## config.mk

```make
export PLATFORM = sky130hd
export DESIGN_NAME = lsq_mem_issuer
export DESIGN_NICKNAME = d
export VERILOG_FILES = /design/src/rtl/lsq_mem_issuer_pkg.sv /design/src/rtl/lsq_mem_issuer_load_align.sv /design/src/rtl/lsq_mem_issuer.sv
export SDC_FILE = /design/constraint.sdc
export NUM_CORES = 1
export LEC_CHECK = 0
export CAP_MARGIN = 40
export CELL_PAD_IN_SITES_DETAIL_PLACEMENT = 1
export CELL_PAD_IN_SITES_GLOBAL_PLACEMENT = 2
export CORE_MARGIN = 5
export CORE_UTILIZATION = 23
export DETAILED_ROUTE_END_ITERATION = 6
export PLACE_DENSITY = 0.77
export SKIP_CTS_REPAIR_TIMING = 1
export SLEW_MARGIN = 30
export SYNTH_ARGS = -nofsm -noshare
export SYNTH_HDL_FRONTEND = slang
export SYNTH_SLANG_ARGS = --single-unit
```

## constraint.sdc

```tcl
create_clock -name clk -period 3.6 [get_ports clk]
set_input_delay 0.36 -clock clk [delete_from_list [all_inputs] [get_ports clk]]
set_output_delay 0.36 -clock clk [all_outputs]
set_load 0.02 [all_outputs]
```

## src/rtl/lsq_mem_issuer_pkg.sv

```systemverilog
// Shared types for the LSQ memory issuer: LSQ entry layout, load/store
// funct3 encodings and the issuer state enum.
package lsq_mem_issuer_pkg;

   localparam int LSQ_PREG_BITS = 6;
   localparam int LSQ_ROB_BITS  = 5;

   typedef struct packed {
      logic                     is_store;
      logic [2:0]               funct3;
      logic [LSQ_PREG_BITS-1:0] ps1;
      logic [LSQ_PREG_BITS-1:0] ps2;
      logic [LSQ_PREG_BITS-1:0] pd;
      logic [31:0]              imm;
      logic [LSQ_ROB_BITS-1:0]  rob_idx;
   } lsq_entry_t;

   typedef enum logic [2:0] {
      F3_B  = 3'b000,
      F3_H  = 3'b001,
      F3_W  = 3'b010,
      F3_BU = 3'b100,
      F3_HU = 3'b101
   } mem_funct3_t;

   typedef enum logic [1:0] {
      ISS_IDLE,
      ISS_WAIT_RESP,
      ISS_DRAIN
   } issuer_state_t;

endpackage

```

## src/rtl/lsq_mem_issuer_load_align.sv

```systemverilog
// Load result alignment: selects the addressed lane of the read word and
// sign- or zero-extends it according to funct3.
module lsq_mem_issuer_load_align
   import lsq_mem_issuer_pkg::*;
(
   input  logic [31:0] rdata,
   input  logic [1:0]  offset,
   input  logic [2:0]  funct3,
   output logic [31:0] result
);

   logic [31:0] shifted;

   always_comb begin
      shifted = rdata >> {offset, 3'b000};
      case (funct3)
         F3_B:    result = {{24{shifted[7]}}, shifted[7:0]};
         F3_BU:   result = {24'h000000, shifted[7:0]};
         F3_H:    result = {{16{shifted[15]}}, shifted[15:0]};
         F3_HU:   result = {16'h0000, shifted[15:0]};
         default: result = shifted;
      endcase
   end

endmodule

```

## src/rtl/lsq_mem_issuer.sv

```systemverilog
// LSQ head consumer: issues one dcache request at a time, pops the LSQ and
// broadcasts on the CDB. Define LSQ_ISSUER_PERF_EN to add perf counters.
module lsq_mem_issuer
   import lsq_mem_issuer_pkg::*;
#(
   parameter int PREG_BITS = LSQ_PREG_BITS,
   parameter int ROB_BITS  = LSQ_ROB_BITS
) (
   input  logic                 clk,
   input  logic                 rst,
   input  logic                 mispredict,
   input  logic                 lsq_empty,
   input  lsq_entry_t           lsq_head,
   output logic                 arbiter_pop,
   output logic [PREG_BITS-1:0] prf_rs1_addr,
   output logic [PREG_BITS-1:0] prf_rs2_addr,
   input  logic [31:0]          prf_rs1_data,
   input  logic [31:0]          prf_rs2_data,
   input  logic                 prf_rs1_ready,
   input  logic                 prf_rs2_ready,
   input  logic [ROB_BITS-1:0]  rob_head_idx,
   output logic [31:0]          dmem_addr,
   output logic [3:0]           dmem_rmask,
   output logic [3:0]           dmem_wmask,
   output logic [31:0]          dmem_wdata,
   input  logic [31:0]          dmem_rdata,
   input  logic                 dmem_resp,
   output logic                 cdb_valid,
   output logic [ROB_BITS-1:0]  cdb_rob_idx,
   output logic [PREG_BITS-1:0] cdb_pd,
   output logic                 cdb_rd_we,
   output logic [31:0]          cdb_data
`ifdef LSQ_ISSUER_PERF_EN
   ,
   output logic [31:0]          perf_loads,
   output logic [31:0]          perf_stores,
   output logic [31:0]          perf_stall_cycles
`endif
);

   issuer_state_t        state_q, state_d;
   logic [31:0]          addr_q, addr_d;
   logic [3:0]           rmask_q, rmask_d;
   logic [3:0]           wmask_q, wmask_d;
   logic [31:0]          wdata_q, wdata_d;
   logic [1:0]           off_q, off_d;
   logic [2:0]           funct3_q, funct3_d;
   logic [PREG_BITS-1:0] pd_q, pd_d;
   logic [ROB_BITS-1:0]  rob_q, rob_d;
   logic                 is_store_q, is_store_d;
   logic                 cdb_valid_q, cdb_valid_d;
   logic                 cdb_rd_we_q, cdb_rd_we_d;
   logic [31:0]          cdb_data_q, cdb_data_d;
   logic [PREG_BITS-1:0] cdb_pd_q, cdb_pd_d;
   logic [ROB_BITS-1:0]  cdb_rob_q, cdb_rob_d;

   logic                 issue_ok;
   logic [31:0]          eff;
   logic [3:0]           mask_new;
   logic [31:0]          load_val;

   assign prf_rs1_addr = lsq_head.ps1;
   assign prf_rs2_addr = lsq_head.ps2;

   // Stores additionally wait for rs2 and for being the oldest ROB entry.
   always_comb begin
      issue_ok = !lsq_empty && !mispredict && prf_rs1_ready &&
                 (!lsq_head.is_store ||
                  (prf_rs2_ready && (lsq_head.rob_idx == rob_head_idx)));
      eff      = prf_rs1_data + lsq_head.imm;
      case (lsq_head.funct3)
         F3_B, F3_BU: mask_new = 4'b0001 << eff[1:0];
         F3_H, F3_HU: mask_new = 4'b0011 << eff[1:0];
         default:     mask_new = 4'b1111;
      endcase
   end

   lsq_mem_issuer_load_align u_align (
      .rdata  (dmem_rdata),
      .offset (off_q),
      .funct3 (funct3_q),
      .result (load_val)
   );

   always_ff @(posedge clk or posedge rst) begin
      if (rst) begin
         state_q     <= ISS_IDLE;
         addr_q      <= '0;
         rmask_q     <= '0;
         wmask_q     <= '0;
         wdata_q     <= '0;
         off_q       <= '0;
         funct3_q    <= '0;
         pd_q        <= '0;
         rob_q       <= '0;
         is_store_q  <= 1'b0;
         cdb_valid_q <= 1'b0;
         cdb_rd_we_q <= 1'b0;
         cdb_data_q  <= '0;
         cdb_pd_q    <= '0;
         cdb_rob_q   <= '0;
      end else begin
         state_q     <= state_d;
         addr_q      <= addr_d;
         rmask_q     <= rmask_d;
         wmask_q     <= wmask_d;
         wdata_q     <= wdata_d;
         off_q       <= off_d;
         funct3_q    <= funct3_d;
         pd_q        <= pd_d;
         rob_q       <= rob_d;
         is_store_q  <= is_store_d;
         cdb_valid_q <= cdb_valid_d;
         cdb_rd_we_q <= cdb_rd_we_d;
         cdb_data_q  <= cdb_data_d;
         cdb_pd_q    <= cdb_pd_d;
         cdb_rob_q   <= cdb_rob_d;
      end
   end

   always_comb begin
      state_d = state_q;
      case (state_q)
         ISS_IDLE:      if (issue_ok) state_d = ISS_WAIT_RESP;
         ISS_WAIT_RESP: begin
            if (dmem_resp)       state_d = ISS_IDLE;
            else if (mispredict) state_d = ISS_DRAIN;
         end
         ISS_DRAIN:     if (dmem_resp) state_d = ISS_IDLE;
         default:       state_d = ISS_IDLE;
      endcase
   end

   // Request/CDB datapath; the CDB result is captured at resp since rdata
   // is only valid in that cycle.
   always_comb begin
      arbiter_pop = (state_q == ISS_WAIT_RESP) && dmem_resp && !mispredict;
      addr_d      = addr_q;
      rmask_d     = rmask_q;
      wmask_d     = wmask_q;
      wdata_d     = wdata_q;
      off_d       = off_q;
      funct3_d    = funct3_q;
      pd_d        = pd_q;
      rob_d       = rob_q;
      is_store_d  = is_store_q;
      cdb_valid_d = 1'b0;
      cdb_rd_we_d = 1'b0;
      cdb_data_d  = '0;
      cdb_pd_d    = '0;
      cdb_rob_d   = '0;
      if ((state_q == ISS_IDLE) && issue_ok) begin
         addr_d     = {eff[31:2], 2'b00};
         rmask_d    = lsq_head.is_store ? 4'b0000 : mask_new;
         wmask_d    = lsq_head.is_store ? mask_new : 4'b0000;
         wdata_d    = lsq_head.is_store ? (prf_rs2_data << {eff[1:0], 3'b000}) : '0;
         off_d      = eff[1:0];
         funct3_d   = lsq_head.funct3;
         pd_d       = lsq_head.pd;
         rob_d      = lsq_head.rob_idx;
         is_store_d = lsq_head.is_store;
      end
      if ((state_q != ISS_IDLE) && dmem_resp) begin
         rmask_d = '0;
         wmask_d = '0;
      end
      if (arbiter_pop) begin
         cdb_valid_d = 1'b1;
         cdb_rd_we_d = !is_store_q;
         cdb_data_d  = is_store_q ? '0 : load_val;
         cdb_pd_d    = pd_q;
         cdb_rob_d   = rob_q;
      end
   end

   assign dmem_addr   = addr_q;
   assign dmem_rmask  = rmask_q;
   assign dmem_wmask  = wmask_q;
   assign dmem_wdata  = wdata_q;
   assign cdb_valid   = cdb_valid_q;
   assign cdb_rob_idx = cdb_rob_q;
   assign cdb_pd      = cdb_pd_q;
   assign cdb_rd_we   = cdb_rd_we_q;
   assign cdb_data    = cdb_data_q;

`ifdef LSQ_ISSUER_PERF_EN
   logic [31:0] perf_loads_q, perf_loads_d;
   logic [31:0] perf_stores_q, perf_stores_d;
   logic [31:0] perf_stall_q, perf_stall_d;

   always_comb begin
      perf_loads_d  = perf_loads_q;
      perf_stores_d = perf_stores_q;
      perf_stall_d  = perf_stall_q;
      if (arbiter_pop && !is_store_q) perf_loads_d  = perf_loads_q + 32'd1;
      if (arbiter_pop && is_store_q)  perf_stores_d = perf_stores_q + 32'd1;
      if ((state_q == ISS_IDLE) && !lsq_empty && !issue_ok)
         perf_stall_d = perf_stall_q + 32'd1;
   end

   always_ff @(posedge clk or posedge rst) begin
      if (rst) begin
         perf_loads_q  <= '0;
         perf_stores_q <= '0;
         perf_stall_q  <= '0;
      end else begin
         perf_loads_q  <= perf_loads_d;
         perf_stores_q <= perf_stores_d;
         perf_stall_q  <= perf_stall_d;
      end
   end

   assign perf_loads        = perf_loads_q;
   assign perf_stores       = perf_stores_q;
   assign perf_stall_cycles = perf_stall_q;
`endif

endmodule
```

Word-level counts from Yosys, hierarchy flattened
Cells that the tools add are included.

cells by class
  multipliers = 0
  shifts and indexed selects = 4
  reduce and logical (&&, ||, !) cells = 21
  add/subtract/negate cells = 1
  $lt $le $gt $ge = 0
  divide/modulo/power cells = 0
  multiplexer cells = 20
  bitwise operators = 0
  equal/unequal tests = 12

operators with widths
  operator             number
  $pmux 32 s4          1
  $mux 32              3
  $add 32x32->32       1
  $shl 32x5->32        1
  $shr 32x5->32        1
  $mux 4               6
  $eq 3x3->1 const B   4
  $logic_and 1x1->1    8
  $mux 2               4
  $pmux 4 s2           1
  $eq 3x1->1 const B   2
  $logic_not 3->1      2
  $mux 6               1
  $pmux 2 s3           1
  $eq 5x5->1           1
  $mux 5               1
  $logic_not 1->1      4
  $ne 2x2->1 const B   2
  $reduce_bool 2->1    2
  $reduce_or 2->1      2
  $shl 1x2->4 const A  1
  $shl 2x2->4 const A  1
  $ne 3x3->1 const B   1
  $reduce_and 3->1     1
  5 further kinds      6

word-level totals
  output and inout bits = 130
  bits in registers = 134
  bits in writable memories = 0
  bits in latches = 0
  input port bits = 167
  memory bits (read-only) = 0
  memories kept = 0

Longest topological paths before layout
Gate-level depths: netlist of the first run.

  depth in word-level cells = 7
  gate-level depth with buffers = 10
  mapped depth without buffers = 10

By module
Synthesis of the first run repeated with hierarchy kept, for this count alone.

second synthesis, totals
  cell total of the unflattened synthesis = 863
  area total of the unflattened synthesis = 8,041.5 um^2

modules (own cells, without submodules)
  module                     cells each  seq. area each (um^2)  times used  area an instance (um^2)
  lsq_mem_issuer             756         3,353.2                1           7,347.0
  lsq_mem_issuer_load_align  107         0.0                    1           694.4

Worst setup path before layout of the first run
Ideal clock, no wire load.

  path kind = in2reg
  start point = input port lsq_head[5] (netlist name)
  end point = register addr_q[28] (netlist: dmem_addr[28])
  buffers on the path = 0
  setup time = 0.126 ns
  slack = 1.144 ns
  data arrival time = 2.330 ns
  cell stages on the path = 9
  cell sequence = ha_1 > inv_1 > fa_1 > nor2b_1 > o2111ai_1 > a31oi_1 > a31oi_1 > o31a_1 > a221o_1

on the way
  longest elaborated chain between the ends = 1

RTL lines
  element               RTL line               text
  start, declared       lsq_mem_issuer.sv:13   input lsq_entry_t lsq_head,
  $add 32x32->32        lsq_mem_issuer.sv:70   eff = prf_rs1_data + lsq_head.imm;
  end signal, assigned  lsq_mem_issuer.sv:104  addr_q <= addr_d;
  end, declared         lsq_mem_issuer.sv:42   logic [31:0] addr_q, addr_d;

No other way between the ends.
A chain may end at the register's enable or synchronous reset.

Worst setup path after layout of the first run
Same ends and word-level chain as after synthesis.

==> impl_metrics.py, run 1 <==
metrics = {
    "status": {
        "status": "finished clean",
    },
    "timing": {
        "clock_skew_ns": 0.00952,
        "finalHoldViolations": 0,
        "setup_slack_ns": 0.926,
        "tightest_slew_ns": 0.748,
        "tns_ns": 0,
        "rsz0062_at_grt": "false",
        "fin_crit_ns": 2.67,
        "final.period_utilization_pct": 74.3,
        "clock.fmax_ghz": 0.374,
        "setup_viol": 0,
        "holdWs_ns": 0.193,
        "slew_headroom_pct": 50.1,
        "finalMaxSlewViolations": 0,
    },
    "cells_and_area": {
        "regArea_um2": 3350,
        "n_fill_cell": 3794,
        "most-common-layout-cells": "270 x clkdlybuf4s50_1, 134 x dfrtp_1, 120 x nand2_1, 68 x o21ai_0",
        "drive_gt1_share_pct": 8.24,
        "layout_commonest_cell": "clkdlybuf4s50_1",
        "multi_input_area_um2": 3980,
        "final_nets": 1266,
        "area_growth_pct": 47.2,
        "instances_no_fill": 1529,
    },
    "clock_network": {
        "clock_latency_ns": 0.42,
        "clk_pin_slew_worst_paths_ns": 0.06,
        "clockBufferDepth": 2,
        "htree_levels": 4,
        "cts_sinks": 134,
        "cts_tree": "built",
        "cts_buffers": 17,
        "cts-root-buf": "clkbuf_16",
    },
    "synthesis": {
        "yosys_warnings": 0,
        "synthFlopType": "dfrtp_1",
        "syn-instance-count": 833,
        "yosysUniqueCellTypes": 59,
        "async_flop_share_pct": 100,
        "synth_seq_cells": 134,
        "yosysTopAreaCell": "dfrtp_1",
        "syn_area_um2": 7760,
        "synth-seq-area-share_pct": 43.2,
        "synth_area_leaders": "dfrtp_1 43%, nand2_1 5.8%, ha_1 5.0%",
        "synth_edf_count": 0,
        "synth_top_area_share_pct": 43.2,
        "avgSynthCellArea_um2": 9.31,
    },
    "placed_design": {
        "dp.cells": 1496,
        "gp_congestion": 0.833,
        "numPortBuffers": 270,
        "preCtsSetupSlack_ns": 0.490,
        "dp_hpwl_um": 22200,
    },
    "routing": {
        "num_vias": 7029,
        "vias_per_cell": 4.60,
        "drt-pass1-iter-count": 4,
        "antenna_left": 0,
        "drc": 0,
        "totalWireLength_um": 28400,
        "drt_iter0_markers": 282,
        "wl_per_cell_um": 18.6,
    },
    "power": {
        "clkPwrFrac_pct": 32.7,
        "p_per_area_nw_per_um2": 480,
        "p_leak_uw": 0.00478,
        "switchingPower_uw": 1850,
        "p_total_uw": 5480,
        "peakVddDrop_mv": 0.304,
        "intPower_uw": 3630,
        "sw_frac_of_total_pct": 33.8,
        "combPwrFrac_pct": 32.9,
        "seqPwrFrac_pct": 34.4,
    },
    "die": {
        "io_pins": 297,
        "fp.dieW_um": 194,
        "die_h_um": 194,
        "dieArea_um2": 37500,
        "design.core.area_um2": 33400,
        "rows": 67,
        "initial_utilization_pct": 23.2,
    },
    "global_route": {
        "grt_overflow": 0,
        "grt_max_degree": 76,
        "antenna_found_initial": 3,
        "grtUsageTotal_pct": 15.0,
        "first_global_vias": 7638,
        "grt_pass1_wl_um": 44700,
    },
    "worst_setup_path": {
        "endpoint_kind": "flip-flop",
        "crit_fanout": 3,
        "critPathArrivalTime_ns": 2.98,
        "path_class": "in -> reg",
        "start_kind": "input pin",
        "cp_data_required_time_ns": 3.90,
        "r2r_cells": 8,
    },
    "flow_run": {
        "maxCapViolCount": 0,
    },
    "min_path": {
        "hp-class": "in -> async",
    },
}
stage by stage:
step | cell area (µm²) | util, %
3_3_place_gp | 10800 | 32.3
3_5_place_dp | 10800 | 32.3
6_report | 11400 | 34.1
4_1_cts | 11400 | 34.1
2_1_floorplan | 7760 | -
5_1_grt | 11400 | 34.1
layer usage:
layer / global-route usage, % / share of wire [%] / vias to the layer above
met1: 18.4 / 43 / 3397
li1: - / - / 3402
met3: 4.92 / 6.6 / 27
met4: 3.49 / 1.2 / 4
met5: 0 / 0.088 / -
met2: 25.5 / 49 / 199
synth_stat cells (5+ instances only):
master      n
nor2b_1    14
buf_6       5
clkbuf_1   39
a21o_1     11
a21oi_1    50
buf_2       5
inv_1      12
o31ai_1    35
o21ai_0    68
ha_1       31
a31oi_1    16
o21a_1     11
mux2i_1    33
and2_1     13
nand3_1    18
nor2_1     50
o211ai_1    5
a211oi_1   16
buf_4      15
xnor2_1    20
nand4_1     8
nand2_1   120
dfrtp_1   134
mux2_2     25
or3_1       5
buf_1       6
xor2_1     16
area by class of cell:
cell class	count	share of cell area (%)
diodes	1	0.0219
clock buffers	19	3.97
clock inverters	13	1.27
inverters	13	0.460
multi-input cells	616	34.9
flip-flops and latches	134	29.4
well taps	448	4.91
repair buffers	285	25.1
logic make-up after synthesis:
logic type / Yosys count / synth area share, %
buffers and inverters: 84 / 5.57
AND/OR/NAND/NOR: 249 / 14.5
XOR/XNOR: 36 / 4.07
flip-flops: 134 / 43.2
AO/OA/AOI/OAI: 239 / 19.5
multiplexers: 58 / 7.89
adder cells (fa/ha/maj): 32 / 5.26
other: 1 / 0.0483
final timing paths:
check	to	start	slack, ns
min in group clk	is_store_q	is_store_q	0.47
max	dmem_addr[28]	lsq_head[5]	0.93
max reg2reg	cdb_data[24]	off_q[1]	1.47
min	cdb_pd[2]	rst	0.19
max in group asynchronous	dmem_wdata[12]	rst	2.76
min reg2reg	is_store_q	is_store_q	0.47
worst max-delay path: stages:
cell	delay, ns
clkdlybuf4s50_1	0.46
ha_1	0.17
inv_1	0.07
fa_1	0.41
nor2b_1	0.18
o2111ai_1	0.19
a31oi_1	0.27
a31oi_1	0.19
o31a_1	0.38
a221o_1	0.30
power by group through the flow:
stage / clock, µW / combinational, µW / sequential [µW]
5_1_grt: 1930 / 1970 / 1920
3_3_place_gp: 0 / 1810 / 1910
4_1_cts: 1860 / 1840 / 1890
6_report: 1790 / 1800 / 1880
3_5_place_dp: 0 / 1830 / 1910
2_1_floorplan: 0 / 844 / 2060
sequential cells by signal, indices dropped and copies added (netlist names), 4 cells and up:
signal	count
pd_q	6
cdb_data	32
cdb_pd	6
cdb_rob_idx	5
dmem_addr	30
dmem_wdata	32
rob_q	5
dmem_rmask	4
dmem_wmask	4
Note: power is estimated with default switching activity, not from simulation.
==> run 2: changes to the inputs <==
--- a/config.mk
+++ b/config.mk
@@ -9,9 +9,9 @@
 export CELL_PAD_IN_SITES_DETAIL_PLACEMENT = 1
 export CELL_PAD_IN_SITES_GLOBAL_PLACEMENT = 2
 export CORE_MARGIN = 5
-export CORE_UTILIZATION = 23
+export CORE_UTILIZATION = 26
 export DETAILED_ROUTE_END_ITERATION = 6
-export PLACE_DENSITY = 0.77
+export PLACE_DENSITY = 0.83
 export SKIP_CTS_REPAIR_TIMING = 1
 export SLEW_MARGIN = 30
 export SYNTH_ARGS = -nofsm -noshare
==> constraint.sdc (replaced) <==
create_clock -name clk -period 2.5 [get_ports clk]
set_input_delay 0.25 -clock clk [delete_from_list [all_inputs] [get_ports clk]]
set_output_delay 0.25 -clock clk [all_outputs]
set_load 0.02 [all_outputs]
==> run 2 against run 1 <==
Clock power increased by 41%. Clock skew increased by 0.0038 ns. Sequential power increased by 43%. First-iteration DRC count decreased by 6.0%. Critical path type unchanged. Largest power group is now combinational logic.
==> impl_metrics.py, run 2 (synthesis gave the netlist of run 1 again) <==
metrics = {
    "status": {
        "status": "finished clean",
    },
    "worst_setup_path": {
        "critPathBufInv": 2,
        "slowest_delay_ns": 0.48,
        "critPathArrivalTime_ns": 2.73,
        "critPathTopFamily": "compound AO/OA/AOI/OAI gates",
        "path_class": "in -> reg",
        "cp_common_cell": "a31oi_4",
        "cp_data_required_time_ns": 2.80,
        "endpoint_kind": "flip-flop",
        "start_kind": "input pin",
        "cp_slowest_cell": "clkdlybuf4s50_1",
        "crit_fanout": 3,
        "cp_cell_sequence": "clkdlybuf4s50_1 > ha_1 > inv_1 > fa_1 > nor2b_2 > o2111ai_4 > a31oi_4 > a31oi_4 > o31a_1 > a221o_1",
    },
    "timing": {
        "holdWs_ns": 0.254,
        "clock.fmax_ghz": 0.411,
        "setup_slack_ns": 0.0648,
        "slew_headroom_pct": 58.8,
        "finalHoldViolations": 0,
        "tns_ns": 0,
        "tightest_slew_ns": 0.616,
        "setup_viol": 0,
        "rsz0062_at_grt": "false",
        "fin_crit_ns": 2.44,
        "final.period_utilization_pct": 97.4,
        "finalMaxSlewViolations": 0,
        "clock_skew_ns": 0.0133,
    },
    "placed_design": {
        "dp_hpwl_um": 22500,
        "place_area_um2": 11300,
        "gp_congestion": 0.864,
        "preCtsSetupSlack_ns": -0.505,
        "numPortBuffers": 270,
    },
    "die": {
        "rows": 63,
        "dieArea_um2": 33400,
        "fp.dieW_um": 183,
        "io_pins": 297,
        "design.core.area_um2": 29600,
        "die_h_um": 183,
        "initial_utilization_pct": 26.2,
    },
    "routing": {
        "drt_iter0_markers": 265,
        "drt-pass1-iter-count": 4,
        "totalWireLength_um": 28400,
        "num_vias": 7254,
        "drc": 0,
        "wl_per_cell_um": 18.3,
        "antenna_left": 0,
        "vias_per_cell": 4.69,
    },
    "power": {
        "p_total_uw": 8020,
        "p_per_area_nw_per_um2": 668,
        "peakVddDrop_mv": 0.441,
        "p_leak_uw": 0.00516,
    },
    "global_route": {
        "first_global_vias": 7724,
        "grt_pass1_wl_um": 44100,
        "grt_max_degree": 70,
        "grt_overflow": 0,
        "grtUsageTotal_pct": 16.6,
        "antenna_found_initial": 1,
    },
    "clock_network": {
        "htree_levels": 4,
        "cts_tree": "built",
        "clock_latency_ns": 0.42,
        "clockBufferDepth": 2,
        "cts_sinks": 134,
        "clk_pin_slew_worst_paths_ns": 0.07,
        "cts_buffers": 17,
        "cts-root-buf": "clkbuf_16",
    },
    "cells_and_area": {
        "final_nets": 1341,
        "most-common-layout-cells": "270 x clkdlybuf4s50_1, 134 x dfrtp_1, 120 x nand2_1, 81 x buf_4, 65 x o21ai_0",
        "final_area_um2": 12000,
        "regArea_um2": 3350,
        "area_growth_pct": 54.7,
        "n_fill_cell": 3350,
        "multi_input_area_um2": 4040,
        "drive_gt1_share_pct": 14.6,
        "layout_commonest_cell": "clkdlybuf4s50_1",
    },
    "min_path": {
        "hp-class": "in -> async",
    },
    "flow_run": {
        "maxCapViolCount": 0,
    },
}
-- run 2: cell types whose count changed in the layout (fill, tap and decap cells not counted), moves of 3 or more --
| cell | previous run | this run |
|---|---|---|
| o21ai_1 | 4 | 7 |
| buf_4 | 11 | 81 |
| buf_12 | 4 | 8 |
| inv_8 | 0 | 3 |
| o21ai_0 | 68 | 65 |
| clkinvlp_4 | 7 | 4 |
-- run 2: metrics by stage --
step,instances,utilization (%)
5_1_grt,1546,40.6
2_1_floorplan,834,-
6_report,1547,40.6
3_5_place_dp,1512,38.4
4_1_cts,1544,40.4
3_3_place_gp,1512,38.4
-- run 2: final cells by class --
cell class                 instances  area share (%)
multi-input combinational        616            33.7
sequential                       134            27.9
inverter                          13           0.438
timing repair buffer             360            29.0
antenna                            2          0.0417
clock inverter                    15            1.30
tap                              390            4.07
clock buffer                      17            3.55
-- run 2: path summary, 6_finish.rpt --
check,to,slack [ns],start,cells past startpoint
worst max-delay path,dmem_addr[28],0.06,lsq_head[5],10
worst min-delay path,funct3_q[1],0.25,rst,2
worst max register to register,cdb_data[26],0.62,state_q[1],8
worst min register to register,cdb_pd[0],0.47,pd_q[0],1
max in group asynchronous,dmem_wdata[0],1.63,rst,3
min in group clk,state_q[0],0.45,mispredict,2
-- run 2: per-layer routing --
layer | part of all wire, % | vias up | GRT usage, %
met2 | 50 | 195 | 29.0
met5 | 0 | - | 0
li1 | - | 3545 | -
met1 | 42 | 3493 | 20.5
met3 | 6.8 | 21 | 4.64
met4 | 1.5 | 0 | 3.72
-- run 2: power breakdown --
| group | internal (µW) | switching [µW] | leakage, µW |
|---|---|---|---|
| clock network | 1410 | 1110 | 0.000278 |
| registers | 2480 | 206 | 0.00178 |
| logic | 1340 | 1460 | 0.00310 |
| total | 5230 | 2780 | 0.00516 |
==> RTL change (settings of run 2) <==
The package constant `LSQ_ROB_BITS` goes from 5 to 10.
--- a/src/rtl/lsq_mem_issuer_pkg.sv
+++ b/src/rtl/lsq_mem_issuer_pkg.sv
@@ -3,7 +3,7 @@
 package lsq_mem_issuer_pkg;
 
    localparam int LSQ_PREG_BITS = 6;
-   localparam int LSQ_ROB_BITS  = 5;
+   localparam int LSQ_ROB_BITS  = 10;
 
    typedef struct packed {
       logic                     is_store;
Ports: changed (resized cdb_rob_idx, lsq_head and rob_head_idx); port bits go from 297 to 312. The function was not compared with the original's and may differ.
==> RTL change against run 2 <==
  * Cell area up 6.9%
  * Area after synthesis up 5.4%
  * Setup slack worse by 0.0015 ns
  * Routed wire length up 8.6%
  * Synthesized cell count up 4.6%
  * Count of clock-buffer cells in the layout unchanged
  * Total power up 3.5%
  * Sequential cell count up 10
  * Critical path type unchanged
  * Largest cell class unchanged
==> RTL change: results (changes against run 2) <==
metric	value	unit	change
cp_max_fo	4		was 3
hpwlAfterDp	24600	um	was 22500 um
place_inst	1588		was 1512
nNetsFinal	1417		was 1341
status	finished, final reports clean		unchanged
ctsHtreeMaxLevel	4		unchanged
portBuffers	285		was 270
yosys_warnings	0		unchanged
fin_hold_ws	0.142	ns	was 0.254 ns
irDropWorstVdd	0.431	mV	was 0.441 mV
yosysSeqAreaShare	44.1	%	was 43.2%
grt_pass1_vias	8594		was 7724
wl_met3	1800	um	was 1940 um
num_antenna_cells	0		was 2
wirelength	30800	um	was 28400 um
dr_wl_met2	14900	um	was 14100 um
gr-usage-all-layers	17.3	%	was 16.6%
crit_arrival	2.78	ns	was 2.73 ns
yosys-top-cells-area	dfrtp_1 44%, nand2_1 5.4%, ha_1 4.7%		was dfrtp_1 43%, nand2_1 5.8%, ha_1 5.0%
worst_path_largest_cell_delay	0.40	ns	was 0.48 ns
grt_max_degree	50		was 70
maxUsedRoutingLayer	met5		was met4
drtIter0Drc	258		was 265
n_fill_cell	3551		was 3350
skew	0.0145	ns	was 0.0133 ns
cts_root_buf	clkbuf_16		unchanged
grt_pass1_wl	48700	um	was 44100 um
antenna_found_initial	2		was 1
vias	7859		was 7254
p_leak	5.58	nW	was 5.16 nW
synthFlopType	dfrtp_1		unchanged
place_congestion	0.931		was 0.864
drive_gt1_share	15.9	%	was 14.6%
post_drt_via_cell_ratio	4.84		was 4.69
slowest_stage	clkdlybuf4s50_1		unchanged
synth_common_cells	144 x dfrtp_1, 118 x nand2_1, 62 x o21ai_0, 61 x a21oi_1, 51 x nor2_1		was 134 x dfrtp_1, 120 x nand2_1, 68 x o21ai_0, 50 x a21oi_1, 50 x nor2_1
path_clk_slew	0.08	ns	
ff2ff_setup_slack	0.17	ns	was 0.62 ns
async_flop_share	100	%	unchanged
cpLargestDelayFamily	compound AO/OA/AOI/OAI gates		unchanged
max_slew_margin	53.3	%	was 58.8%
synthCells	871		was 833
route.layer.met1.wl	13400	um	was 11900 um
hp-class	input pin to async pin		unchanged
worstSkewPairLatency	0.42	ns	about the same
yosys.cell_types.count	58		was 59
==> RTL change: cell types whose count changed after synthesis, moves of 6 or more <==
cell,change
o21a_1,+7
clkbuf_1,+10
o21ai_0,-6
xor2_1,+6
o31ai_1,-7
dfrtp_1,+10
a21oi_1,+11
==> RTL change: kinds of logic (layout without fill, tap and decap cells) <==
kind of cell | Yosys count | count (layout) | synth area share [%]
xor gates and xnor gates | 37 | 37 | 3.96
muxes | 66 | 66 | 8.54
DFF | 144 | 144 | 44.1
and+or+nand+nor | 261 | 261 | 14.9
buffers and inverters | 84 | 433 | 4.67
AOI/OAI and AO/OA | 246 | 246 | 18.9
other | 1 | 2 | 0.0459
adders and majority gates | 32 | 32 | 4.99
==> RTL change: per-layer routing <==
metal | vias to the layer above | global-route usage [%]
met5 | - | 0
met3 | 46 | 4.95
li1 | 3766 | -
met1 | 3816 | 21.5
met4 | 4 | 4.92
met2 | 227 | 29.2
==> RTL change: worst register-to-register path: cells and delay by family, from the launching register on <==
| kind | cells | cell delay (ns) |
|---|---|---|
| AOI/OAI and AO/OA | 1 | 0.21 |
| buffers and inverters | 1 | 0.16 |
| DFF | 1 | 0.39 |
| and+or+nand+nor | 4 | 1.49 |
==> RTL change: power breakdown <==
group	switching [mW]	internal [mW]	leakage, nW
combinational	1.45	1.37	3.38
sequential	0.231	2.65	1.91
clock	1.24	1.36	0.292
==> RTL change: final cells by class <==
type,count,area share [%]
Timing Repair Buffer,390,29.3
Clock buffer,17,3.32
Inverter,11,0.351
Clock inverter,15,1.41
Multi-Input combinational cell,644,33.6
Tap cell,402,3.92
Sequential cell,144,28.1
==> RTL change: stage by stage <==
| stage | TNS (ns) | cell area (um2) | util (%) | worst slack (ns) | power (mW) |
|---|---|---|---|---|---|
| 2_1_floorplan | 0 | 8190 | - | 0.0106 | 4.34 |
| 3_5_place_dp | -9.96 | 12100 | 38.6 | -0.732 | 5.73 |
| 6_report | 0 | 12800 | 40.9 | 0.0633 | 8.30 |
| 4_1_cts | -1.17 | 12700 | 40.6 | -0.288 | 8.40 |
| 3_3_place_gp | -7.89 | 12100 | 38.6 | -0.653 | 5.69 |
| 5_1_grt | -0.0415 | 12800 | 40.9 | -0.0306 | 8.79 |
==> RTL change: path summary, 6_finish.rpt <==
check                               start  cells after the start              to
max                          lsq_head[13]                     13   dmem_addr[26]
min                                   rst                      2    cdb_data[24]
max reg2reg                    state_q[0]                      6   dmem_addr[25]
min reg2reg                dmem_wdata[30]                      2  dmem_wdata[30]
max in group asynchronous             rst                      3  dmem_wdata[16]
min in group clk             lsq_head[62]                      2     funct3_q[2]
